`src/rtl/scaler_frame_ctrl.sv`:
```
// Frame sequencer for a video scaler: accepts a frame configuration, starts the scaler,
// pulls output pixels with per-line horizontal blanking, and reports done or timeout.
module scaler_frame_ctrl #(
  parameter int unsigned INPUT_X_RES_WIDTH  = 11,
  parameter int unsigned INPUT_Y_RES_WIDTH  = 11,
  parameter int unsigned OUTPUT_X_RES_WIDTH = 11,
  parameter int unsigned OUTPUT_Y_RES_WIDTH = 11,
  parameter int unsigned TIMEOUT            = 65535
) (
  input  logic                          clk,
  input  logic                          rst,
  input  logic                          cfg_valid,
  output logic                          cfg_ready,
  input  logic [INPUT_X_RES_WIDTH-1:0]  cfg_in_x_res,
  input  logic [INPUT_Y_RES_WIDTH-1:0]  cfg_in_y_res,
  input  logic [OUTPUT_X_RES_WIDTH-1:0] cfg_out_x_res,
  input  logic [OUTPUT_Y_RES_WIDTH-1:0] cfg_out_y_res,
  input  logic [17:0]                   cfg_x_scale,
  input  logic [17:0]                   cfg_y_scale,
  input  logic [15:0]                   cfg_hblank,
  output logic [INPUT_X_RES_WIDTH-1:0]  sc_input_x_res,
  output logic [INPUT_Y_RES_WIDTH-1:0]  sc_input_y_res,
  output logic [OUTPUT_X_RES_WIDTH-1:0] sc_output_x_res,
  output logic [OUTPUT_Y_RES_WIDTH-1:0] sc_output_y_res,
  output logic [17:0]                   sc_x_scale,
  output logic [17:0]                   sc_y_scale,
  output logic                          sc_start,
  output logic                          sc_next_dout,
  input  logic                          sc_dout_valid,
  output logic [OUTPUT_X_RES_WIDTH-1:0] out_x,
  output logic [OUTPUT_Y_RES_WIDTH-1:0] out_y,
  output logic                          busy,
  output logic                          frame_done,
  output logic                          frame_error
);

  localparam int unsigned TO_W = (TIMEOUT < 2) ? 1 : $clog2(TIMEOUT + 1);
  localparam int unsigned HB_W = 16;

  typedef enum logic [2:0] {
    IDLE   = 3'd0,
    START  = 3'd1,
    ACTIVE = 3'd2,
    HBLANK = 3'd3,
    DONE   = 3'd4,
    ERROR  = 3'd5
  } state_t;

  state_t                        state_q, state_d;
  logic [HB_W-1:0]               hblank_q;
  logic [HB_W-1:0]               hb_cnt_q, hb_cnt_d;
  logic [TO_W-1:0]               to_cnt_q, to_cnt_d;
  logic [OUTPUT_X_RES_WIDTH-1:0] out_x_d;
  logic [OUTPUT_Y_RES_WIDTH-1:0] out_y_d;
  logic                          cfg_load;
  logic                          pix;
  logic                          line_end;
  logic                          frame_end;

  // Next-state, counter and load decisions.
  always_comb begin
    state_d  = state_q;
    out_x_d  = out_x;
    out_y_d  = out_y;
    to_cnt_d = to_cnt_q;
    hb_cnt_d = hb_cnt_q;
    cfg_load = 1'b0;

    // In-flight pixels landing during blanking are still counted.
    pix       = sc_dout_valid && ((state_q == ACTIVE) || (state_q == HBLANK));
    line_end  = (out_x == sc_output_x_res);
    frame_end = line_end && (out_y == sc_output_y_res);

    if (pix) begin
      to_cnt_d = '0;
      if (line_end) begin
        out_x_d = '0;
        if (!frame_end) begin
          out_y_d = out_y + OUTPUT_Y_RES_WIDTH'(1);
        end
      end else begin
        out_x_d = out_x + OUTPUT_X_RES_WIDTH'(1);
      end
    end

    case (state_q)
      IDLE: begin
        if (cfg_valid) begin
          cfg_load = 1'b1;
          state_d  = START;
        end
      end
      START: begin
        out_x_d  = '0;
        out_y_d  = '0;
        to_cnt_d = '0;
        hb_cnt_d = '0;
        state_d  = ACTIVE;
      end
      ACTIVE: begin
        if (pix && frame_end) begin
          state_d = DONE;
        end else if (pix && line_end && (hblank_q != '0)) begin
          state_d  = HBLANK;
          hb_cnt_d = '0;
        end else if (!pix) begin
          if (to_cnt_q == TO_W'(TIMEOUT - 1)) begin
            state_d = ERROR;
          end else begin
            to_cnt_d = to_cnt_q + TO_W'(1);
          end
        end
      end
      HBLANK: begin
        if (pix && frame_end) begin
          state_d = DONE;
        end else if (hb_cnt_q == (hblank_q - HB_W'(1))) begin
          state_d = ACTIVE;
        end else begin
          hb_cnt_d = hb_cnt_q + HB_W'(1);
        end
      end
      DONE:    state_d = IDLE;
      ERROR:   state_d = IDLE;
      default: state_d = IDLE;
    endcase
  end

  // State, counters, latched configuration and registered status outputs.
  always_ff @(posedge clk) begin
    if (rst) begin
      state_q         <= IDLE;
      hblank_q        <= '0;
      hb_cnt_q        <= '0;
      to_cnt_q        <= '0;
      out_x           <= '0;
      out_y           <= '0;
      sc_input_x_res  <= '0;
      sc_input_y_res  <= '0;
      sc_output_x_res <= '0;
      sc_output_y_res <= '0;
      sc_x_scale      <= '0;
      sc_y_scale      <= '0;
      cfg_ready       <= 1'b1;
      busy            <= 1'b0;
      sc_start        <= 1'b0;
      sc_next_dout    <= 1'b0;
      frame_done      <= 1'b0;
      frame_error     <= 1'b0;
    end else begin
      state_q  <= state_d;
      hb_cnt_q <= hb_cnt_d;
      to_cnt_q <= to_cnt_d;
      out_x    <= out_x_d;
      out_y    <= out_y_d;
      if (cfg_load) begin
        sc_input_x_res  <= cfg_in_x_res;
        sc_input_y_res  <= cfg_in_y_res;
        sc_output_x_res <= cfg_out_x_res;
        sc_output_y_res <= cfg_out_y_res;
        sc_x_scale      <= cfg_x_scale;
        sc_y_scale      <= cfg_y_scale;
        hblank_q        <= cfg_hblank;
      end
      // Status flops are decoded from the next state so they align with the state register.
      cfg_ready    <= (state_d == IDLE);
      busy         <= (state_d != IDLE);
      sc_start     <= (state_d == START);
      sc_next_dout <= (state_d == ACTIVE);
      frame_done   <= (state_d == DONE);
      frame_error  <= (state_d == ERROR);
    end
  end

endmodule
```
`config.mk`:
```
export PLATFORM = sky130hd
export DESIGN_NAME = scaler_frame_ctrl
export DESIGN_NICKNAME = d
export VERILOG_FILES = /design/src/rtl/scaler_frame_ctrl.sv
export SDC_FILE = /design/constraint.sdc
export NUM_CORES = 1
export LEC_CHECK = 0
export CELL_PAD_IN_SITES_DETAIL_PLACEMENT = 1
export CELL_PAD_IN_SITES_GLOBAL_PLACEMENT = 2
export CORE_MARGIN = 2
export CORE_UTILIZATION = 27
export DETAILED_ROUTE_END_ITERATION = 10
export PLACE_DENSITY = 0.8
export SLEW_MARGIN = 5
export SYNTH_ARGS = -nofsm -noshare
export SYNTH_HDL_FRONTEND = slang
export SYNTH_SLANG_ARGS = --single-unit
```
`constraint.sdc`:
```
create_clock -name clk -period 3.65 [get_ports clk]
set_clock_uncertainty 0.15 [all_clocks]
set_input_delay 0.5475 -clock clk [delete_from_list [all_inputs] [get_ports clk]]
set_output_delay 0.5475 -clock clk [all_outputs]
set_load 0.03 [all_outputs]
```
==> run_results.csv, run 1 <==
group,metric,value,unit
run_status,status,"complete, no violations",
sta,final_min_period_over_clock_period,88.9,%
critical_path,critPathLaunch,"hblank_q[0]$_SDFFE_PP0P_",
sta,grt_setup_unrepaired,"no",
critical_path,arrival_time_of_the_worst_setup_path,3.40,ns
logic_synthesis,synth-main-ff-cell,"sky130_fd_sc_hd__dfxtp_1",
logic_synthesis,yosys.cell_types.count,56,
drt,detailed_route_wire_length,24.5,mm
sta,finalCriticalPeriod,3.25,ns
critical_path,crit_path_end_kind,"flop",
drt,top_layer_used,"met4",
cells_and_area,finalNetCount,1213,
global_route,global_route_wire_length_before_repair,39.6,mm
drt,met1Wirelength,10.8,mm
place,io_buffers,207,
drt,met2_wirelength,11.6,mm
sta,worst_slew_margin_rel,50.6,%
critical_path,critPathLaunchType,"flop",
global_route,grt_pass1_vias,7404,
clock_network,clk_path_buf_depth,2,
clock_network,postCtsResizedCells,0,
critical_path,crit_path_max_fanout,26,
drt,via_count,7175,
clock_network,cts_tree,"done",
drt,antenna_violating_nets_post_route,0,
global_route,grt_antenna_before_repair,0,
pwr,power_leakage,3.56,nW
drt,avgViaCountPerCell,4.93,
logic_synthesis,ys_ff_latch,159,
floorplan,fp.dieH,167,um
cells_and_area,drive_above_1_share,6.61,%
clock_network,clkLatencyLatePin,0.43,ns
pwr,vdd.ir_drop.worst,0.300,mV
cells_and_area,fillerInstances,3109,
floorplan,initial_core_utilization,27.5,%
sta,fin_setup_tns,0,ns
drt,routed_wire_length_per_instance,16.8,um
pwr,pwr-share-clk,38.7,%
min_path,worst_hold_path_type,"flop to flop",
floorplan,die_width,167,um
clock_network,cts_hold_buf,0,
pwr,power_density,440,nW/um^2
clock_network,numClockSinks,159,
sta,timing_worst_slew_pin_value,0.741,ns
clock_network,cts.clk_slew.worst_paths,0.07,ns
place,global_placer_s_final_weighted_congestion,0.782,
sta,setup_violations,0,
clock_network,postCtsSetupBuffers,0,
clock_network,cts_inserted_buffers,17,
logic_synthesis,post_synth_instance_area,7180,um^2
global_route,overflow,0,
drt,post-route-drc-count,0,
logic_synthesis,synthesis.yosys.warnings,0,
critical_path,worstReg2RegStart,"hblank_q[0]$_SDFFE_PP0P_",
floorplan,std_cell_rows,59,
pwr,total_switching_power,1.38,mW
sta,timing_max_transition_violations_final,0,
logic_synthesis,postSynthCellCount,914,
cells_and_area,mostFrequentLayoutCell,"sky130_fd_sc_hd__nand2_1",
clock_network,cts_root_buffer,"sky130_fd_sc_hd__clkbuf_16",
logic_synthesis,syn_area_per_cell,7.85,um^2
cells_and_area,layoutNonFillerInstCount,1454,
floorplan,io-pin-count,208,
drt,drt_pre_antenna_iters,4,
place,hpwl,17.4,mm
global_route,global_route.usage.total,17.5,%
pwr,pwr-share-seq,42.3,%
critical_path,worst-endpoint-required,3.80,ns
cells_and_area,flow.area_growth_from_synthesis,41.5,%
pwr,comb_power_share,19.0,%
critical_path,worst-setup-path-type,"flop to flop",
sta,fmax,308,MHz
drt,first_iter_violations,282,
place,placedCellCount,1422,
floorplan,die_area,27900,um^2
global_route,grt_max_degree,63,
pwr,sw_frac_of_total,30.8,%
sta,finalHoldViolCount,0,
clock_network,cts.htree.levels,4,
logic_synthesis,synth_enable_flop_cells,0,
logic_synthesis,synth_fp_nets,1021,
drt,wl_met3,1.66,mm
cells_and_area,antenna_cells_inserted,0,
min_path,holdCritStartpoint,"sc_y_scale[1]$_SDFFE_PP0P_",
cells_and_area,layout.cells.most_common_list,"sky130_fd_sc_hd__nand2_1, sky130_fd_sc_hd__clkdlybuf4s50_1, sky130_fd_sc_hd__dfxtp_1",
logic_synthesis,async_reset_ff_share,0,%
logic_synthesis,synth-seq-area-share,44.4,%
pwr,cell_internal_pwr,3.10,mW
floorplan,floorplan.core_area,26100,um^2
job,cap_viol_max_count,0,
[flip-flops by register name, summed over array words and instances, names as in the netlist, 3 cells and up]
register,cells
sc_x_scale,18
sc_y_scale,18
hb_cnt_q,16
hblank_q,16
to_cnt_q,16
out_x,11
out_y,11
sc_input_x_res,11
sc_input_y_res,11
sc_output_x_res,11
sc_output_y_res,11
state_q,3
[critical path, stage by stage (launching register included)]
cell and delay, ns:
sky130_fd_sc_hd__dfxtp_1 0.37, sky130_fd_sc_hd__or4_4 0.56, sky130_fd_sc_hd__or4_4 0.52, sky130_fd_sc_hd__o211ai_2 0.08
sky130_fd_sc_hd__o22ai_1 0.11, sky130_fd_sc_hd__or4_4 0.58, sky130_fd_sc_hd__nor2_4 0.46, sky130_fd_sc_hd__or4_2 0.22
sky130_fd_sc_hd__a21oi_1 0.06
[layer usage]
layer | global-route usage, % | vias up
met5 | 0 | -
met4 | 4.65 | 0
met3 | 6.30 | 22
met2 | 29.4 | 131
met1 | 21.2 | 3467
li1 | - | 3555
[final timing paths]
check                               end  slack, ns  cells past startpoint
max           hb_cnt_q[11]$_SDFFE_PP0P_       0.40                      8
max reg2reg   hb_cnt_q[11]$_SDFFE_PP0P_       0.40                      8
min          sc_y_scale[1]$_SDFFE_PP0P_       0.31                      2
min reg2reg  sc_y_scale[1]$_SDFFE_PP0P_       0.31                      2
[per-stage QoR]
step	hold slack, ns	utilization, %	area (um^2)	worst slack [ns]	power (mW)
2_1_floorplan	0.290	-	7180	0.720	2.40
3_3_place_gp	0.291	36.8	9590	0.270	2.78
3_5_place_dp	0.299	36.8	9590	0.174	2.79
4_1_cts	0.309	39.0	10200	0.405	4.54
5_1_grt	0.329	39.0	10200	0.280	4.68
6_report	0.306	39.0	10200	0.404	4.47
[area by class of cell]
class | count | area, um^2 | share of cell area, %
Timing Repair Buffer | 223 | 2200 | 21.7
Multi-Input combinational cell | 695 | 3750 | 36.9
Inverter | 10 | 37.5 | 0.370
Clock inverter | 14 | 123 | 1.21
Clock buffer | 18 | 439 | 4.32
Tap cell | 335 | 419 | 4.13
Sequential cell | 159 | 3180 | 31.3
[logic make-up (layout without fill, tap and decap cells)]
| group | count (synthesis) | after routing | share of synthesized area, % |
|---|---|---|---|
| compound gates | 201 | 201 | 15.5 |
| buf+inv | 60 | 265 | 3.47 |
| simple gates | 428 | 428 | 28.2 |
| flops | 159 | 159 | 44.4 |
| fa+ha+maj | 7 | 7 | 1.22 |
| xor+xnor | 56 | 56 | 6.83 |
| mux | 3 | 3 | 0.436 |
[synthesized netlist by cell type, types with 2 or more instances]
master                       n  area, um^2
sky130_fd_sc_hd__a211o_1     2        17.5
sky130_fd_sc_hd__a211oi_1    3        22.5
sky130_fd_sc_hd__a21oi_1   127         636
sky130_fd_sc_hd__a31oi_1     6        37.5
sky130_fd_sc_hd__and2_1      3        18.8
sky130_fd_sc_hd__and3_1     11        68.8
sky130_fd_sc_hd__and3b_1     3        26.3
sky130_fd_sc_hd__and4_1      4        35.0
sky130_fd_sc_hd__buf_6       3        33.8
sky130_fd_sc_hd__clkbuf_1   46         173
sky130_fd_sc_hd__dfxtp_1   159        3180
sky130_fd_sc_hd__ha_1        7        87.6
sky130_fd_sc_hd__inv_1      10        37.5
sky130_fd_sc_hd__mux2i_1     2        20.0
sky130_fd_sc_hd__nand2_1   228         856
sky130_fd_sc_hd__nand2b_1    6        37.5
sky130_fd_sc_hd__nand3_1    22         110
sky130_fd_sc_hd__nand3b_1    5        37.5
sky130_fd_sc_hd__nand4_1    25         156
sky130_fd_sc_hd__nand4b_1    2        17.5
sky130_fd_sc_hd__nor2_1     47         176
sky130_fd_sc_hd__nor2b_1     4        25.0
sky130_fd_sc_hd__nor3_1     20         100
sky130_fd_sc_hd__nor3b_1     4        30.0
sky130_fd_sc_hd__nor4_1     10        62.6
sky130_fd_sc_hd__nor4b_1     2        17.5
sky130_fd_sc_hd__o211ai_1    6        45.0
sky130_fd_sc_hd__o21a_1      2        15.0
sky130_fd_sc_hd__o21ai_0    31         155
sky130_fd_sc_hd__o21ai_1     6        30.0
sky130_fd_sc_hd__o31ai_1     5        37.5
sky130_fd_sc_hd__or2_2       3        18.8
sky130_fd_sc_hd__or3_1      10        62.6
sky130_fd_sc_hd__or3_2       5        37.5
sky130_fd_sc_hd__or3b_2      2        17.5
sky130_fd_sc_hd__or4_1       2        15.0
sky130_fd_sc_hd__or4_2       6        52.6
sky130_fd_sc_hd__or4_4       3        33.8
sky130_fd_sc_hd__xnor2_1    35         307
sky130_fd_sc_hd__xor2_1     21         184
[power by group through the flow]
stage	logic (mW)	clock network, mW	registers, mW
global placement	0.854	0	1.93
global route	0.927	1.85	1.90
finish	0.852	1.73	1.89
CTS	0.861	1.79	1.89
floorplan	0.356	0	2.04
detailed placement	0.856	0	1.93
(Power assumes the default switching activity.)
==> run 2, diff against run 1 <==
CAP_MARGIN = 20   (was not set)
SETUP_SLACK_MARGIN = 0.05   (was not set)
==> results of run 2 <==
No change in the layout: final DEF, timing and power equal those of run 1.
==> run 3, diff against run 2 <==
RECOVER_POWER = 100   (was not set)
==> run 3 against run 2 <==
Net effect: global-route usage unchanged; register-to-register slack worse by 0.08 ns; clock-buffer cell count unchanged; highest routed layer unchanged; cell count unchanged; worst setup slack got worse by 0.077 ns; total power shrank 0.69%; critical path depth stayed put; sequential power is essentially flat; worst hold slack worse by 0.0036 ns; the run now ends with capacitance limit, slew limit left.
==> run_results.csv, run 3 (synthesized netlist as in run 1, its figures left out) <==
group,metric,value,unit
run_status,status,"complete, but fails checks",
run_status,violations,"capacitance limit, slew limit",
clock_network,postCtsSetupBuffers,0,
floorplan,die_width,167,um
cells_and_area,finish.instance_area,10100,um^2
cells_and_area,antenna_cells_inserted,0,
floorplan,die_area,27900,um^2
critical_path,top_family_by_delay_on_critical_path,"simple AND/OR/NAND/NOR gates",
pwr,vdd.ir_drop.worst,0.299,mV
pwr,finalPower,4.44,mW
drt,routed_wire_length_per_instance,16.8,um
clock_network,cts_hold_buf,0,
drt,via_count,7164,
clock_network,numClockSinks,159,
sta,fmax,301,MHz
critical_path,worst-endpoint-required,3.80,ns
min_path,whs_endpoint,"sc_y_scale[1]$_SDFFE_PP0P_",
floorplan,fp.dieH,167,um
critical_path,worstReg2RegStart,"hblank_q[0]$_SDFFE_PP0P_",
critical_path,crit_path_end_kind,"flop",
sta,final_min_period_over_clock_period,91.0,%
drt,avgViaCountPerCell,4.93,
critical_path,worst-setup-path-type,"flop to flop",
cells_and_area,register_area,3180,um^2
min_path,min_path_cells,2,
cells_and_area,layout_top_registers,"sc_x_scale x18, sc_y_scale x18",
critical_path,worst_path_max_delay_cell,"sky130_fd_sc_hd__or4_1",
global_route,grt_pass1_vias,7404,
cells_and_area,fillerInstances,3113,
sta,timing_worst_slew_pin_value,1.73,ns
global_route,grt_max_degree,63,
floorplan,io-pin-count,208,
cells_and_area,mostFrequentLayoutCell,"sky130_fd_sc_hd__nand2_1",
clock_network,cts.htree.levels,4,
critical_path,worstPathCellList,"or4_4 -> or4_4 -> o211ai_2 -> o22ai_1 -> or4_1 -> nor2_4 -> or4_2 -> a21oi_1",
place,io_buffers,207,
global_route,grt_antenna_before_repair,0,
critical_path,critPathLaunchType,"flop",
sta,timing_max_transition_violations_final,37,
critical_path,r2r_setup_slack,0.33,ns
sta,setup_violations,0,
critical_path,worstPathBufferInverterCount,0,
sta,finalHoldViolCount,0,
critical_path,critPathMostFrequentCell,"sky130_fd_sc_hd__or4_4",
drt,drt_pre_antenna_iters,4,
drt,first_iter_violations,280,
critical_path,critical_path.max_stage_delay,0.63,ns
drt,post-route-drc-count,0,
critical_path,crit_path_max_fanout,26,
drt,detailed_route_wire_length,24.5,mm
clock_network,clk_path_buf_depth,2,
global_route,global_route.usage.total,17.5,%
place,hpwl,17.4,mm
global_route,global_route_wire_length_before_repair,39.6,mm
clock_network,cts.clk_slew.worst_paths,0.07,ns
drt,antenna_violating_nets_post_route,0,
min_path,holdCritStartpoint,"sc_y_scale[1]$_SDFFE_PP0P_",
cells_and_area,drive_above_1_share,6.17,%
clock_network,postCtsResizedCells,0,
clock_network,cts_tree,"done",
sta,worst_slew_margin_rel,-15.4,%
cells_and_area,finalNetCount,1213,
clock_network,cts_root_buffer,"sky130_fd_sc_hd__clkbuf_16",
sta,fin_setup_tns,0,ns
pwr,power_density,438,nW/um^2
cells_and_area,multiInputGateArea,3740,um^2
cells_and_area,layout.cells.most_common_list,"sky130_fd_sc_hd__nand2_1, sky130_fd_sc_hd__dfxtp_1, sky130_fd_sc_hd__a21oi_1",
cells_and_area,flow.area_growth_from_synthesis,41.1,%
floorplan,floorplan.core_area,26100,um^2
sta,finalCriticalPeriod,3.32,ns
critical_path,worst_r2r_path_depth,8,
critical_path,arrival_time_of_the_worst_setup_path,3.47,ns
clock_network,clkLatencyLatePin,0.43,ns
job,cap_viol_max_count,1,
clock_network,cts_inserted_buffers,17,
min_path,worst_hold_path_type,"flop to flop",
global_route,overflow,0,
cells_and_area,final_core_util,38.9,%
sta,grt_setup_unrepaired,"no",
critical_path,regToRegEndpoint,"hb_cnt_q[11]$_SDFFE_PP0P_",
place,area_after_dpl,9590,um^2
floorplan,std_cell_rows,59,
pwr,power_leakage,3.86,nW
floorplan,initial_core_utilization,27.5,%
place,global_placer_s_final_weighted_congestion,0.782,
-- run 3: changes by cell type in the layout (fill, tap and decap cells not counted), sizes merged --
cell,previous run,this run
clkdlybuf4s50,206,98
buf,17,12
dlygate4sd3,0,108
clkbuf,18,23
-- run 3: worst max-delay path by stage --
| stage | slack (ns) | start | cells past startpoint | endpoint |
|---|---|---|---|---|
| 3_3_place_gp | 0.27 | sc_dout_valid | 8 | hb_cnt_q[10]$_SDFFE_PP0P_ |
| 3_5_place_dp | 0.17 | sc_dout_valid | 10 | hb_cnt_q[11]$_SDFFE_PP0P_ |
| 5_1_grt | 0.19 | hblank_q[0]$_SDFFE_PP0P_ | 10 | hb_cnt_q[15]$_SDFFE_PP0P_ |
| 6_report | 0.33 | hblank_q[0]$_SDFFE_PP0P_ | 8 | hb_cnt_q[11]$_SDFFE_PP0P_ |
| 2_1_floorplan | 0.72 | out_x[0]$_SDFFE_PP0P_ | 9 | hb_cnt_q[7]$_SDFFE_PP0P_ |
| 4_1_cts | 0.40 | hblank_q[0]$_SDFFE_PP0P_ | 8 | hb_cnt_q[11]$_SDFFE_PP0P_ |
-- run 3: metrics by stage --
stage	setup WS, ns	instances	hold WS (ns)
6_report	0.328	1454	0.303
4_1_cts	0.405	1454	0.309
3_5_place_dp	0.174	1422	0.299
3_3_place_gp	0.270	1422	0.291
5_1_grt	0.185	1454	0.326
2_1_floorplan	0.720	914	0.290
-- run 3: tightest hold or removal path: cells and delay by family (launching register included) --
kind               cells  cell delay, ns
AOI/OAI and AO/OA      1            0.05
DFF                    1            0.31
and+or+nand+nor        1            0.05
-- run 3: power breakdown --
| part | switching, mW | total (mW) | leakage [nW] | internal, mW |
|---|---|---|---|---|
| Sequential | 0.0694 | 1.89 | 1.30 | 1.82 |
| Combinational | 0.485 | 0.827 | 2.30 | 0.342 |
| Clock | 0.814 | 1.73 | 0.270 | 0.912 |
| Total | 1.37 | 4.44 | 3.86 | 3.07 |
-- run 3: area by class of cell --
class	instances	share of cell area (%)
multi-input combinational	695	36.9
sequential	159	31.4
timing repair buffer	223	21.6
clock buffer	18	4.34
tap	335	4.14
clock inverter	14	1.21
inverter	10	0.371
-- run 3: layer usage --
| metal | routed length [um] | track usage [%] |
|---|---|---|
| met4 | 367 | 4.65 |
| met3 | 1690 | 6.30 |
| met2 | 11600 | 29.4 |
| met5 | 0 | 0 |
| met1 | 10800 | 21.2 |
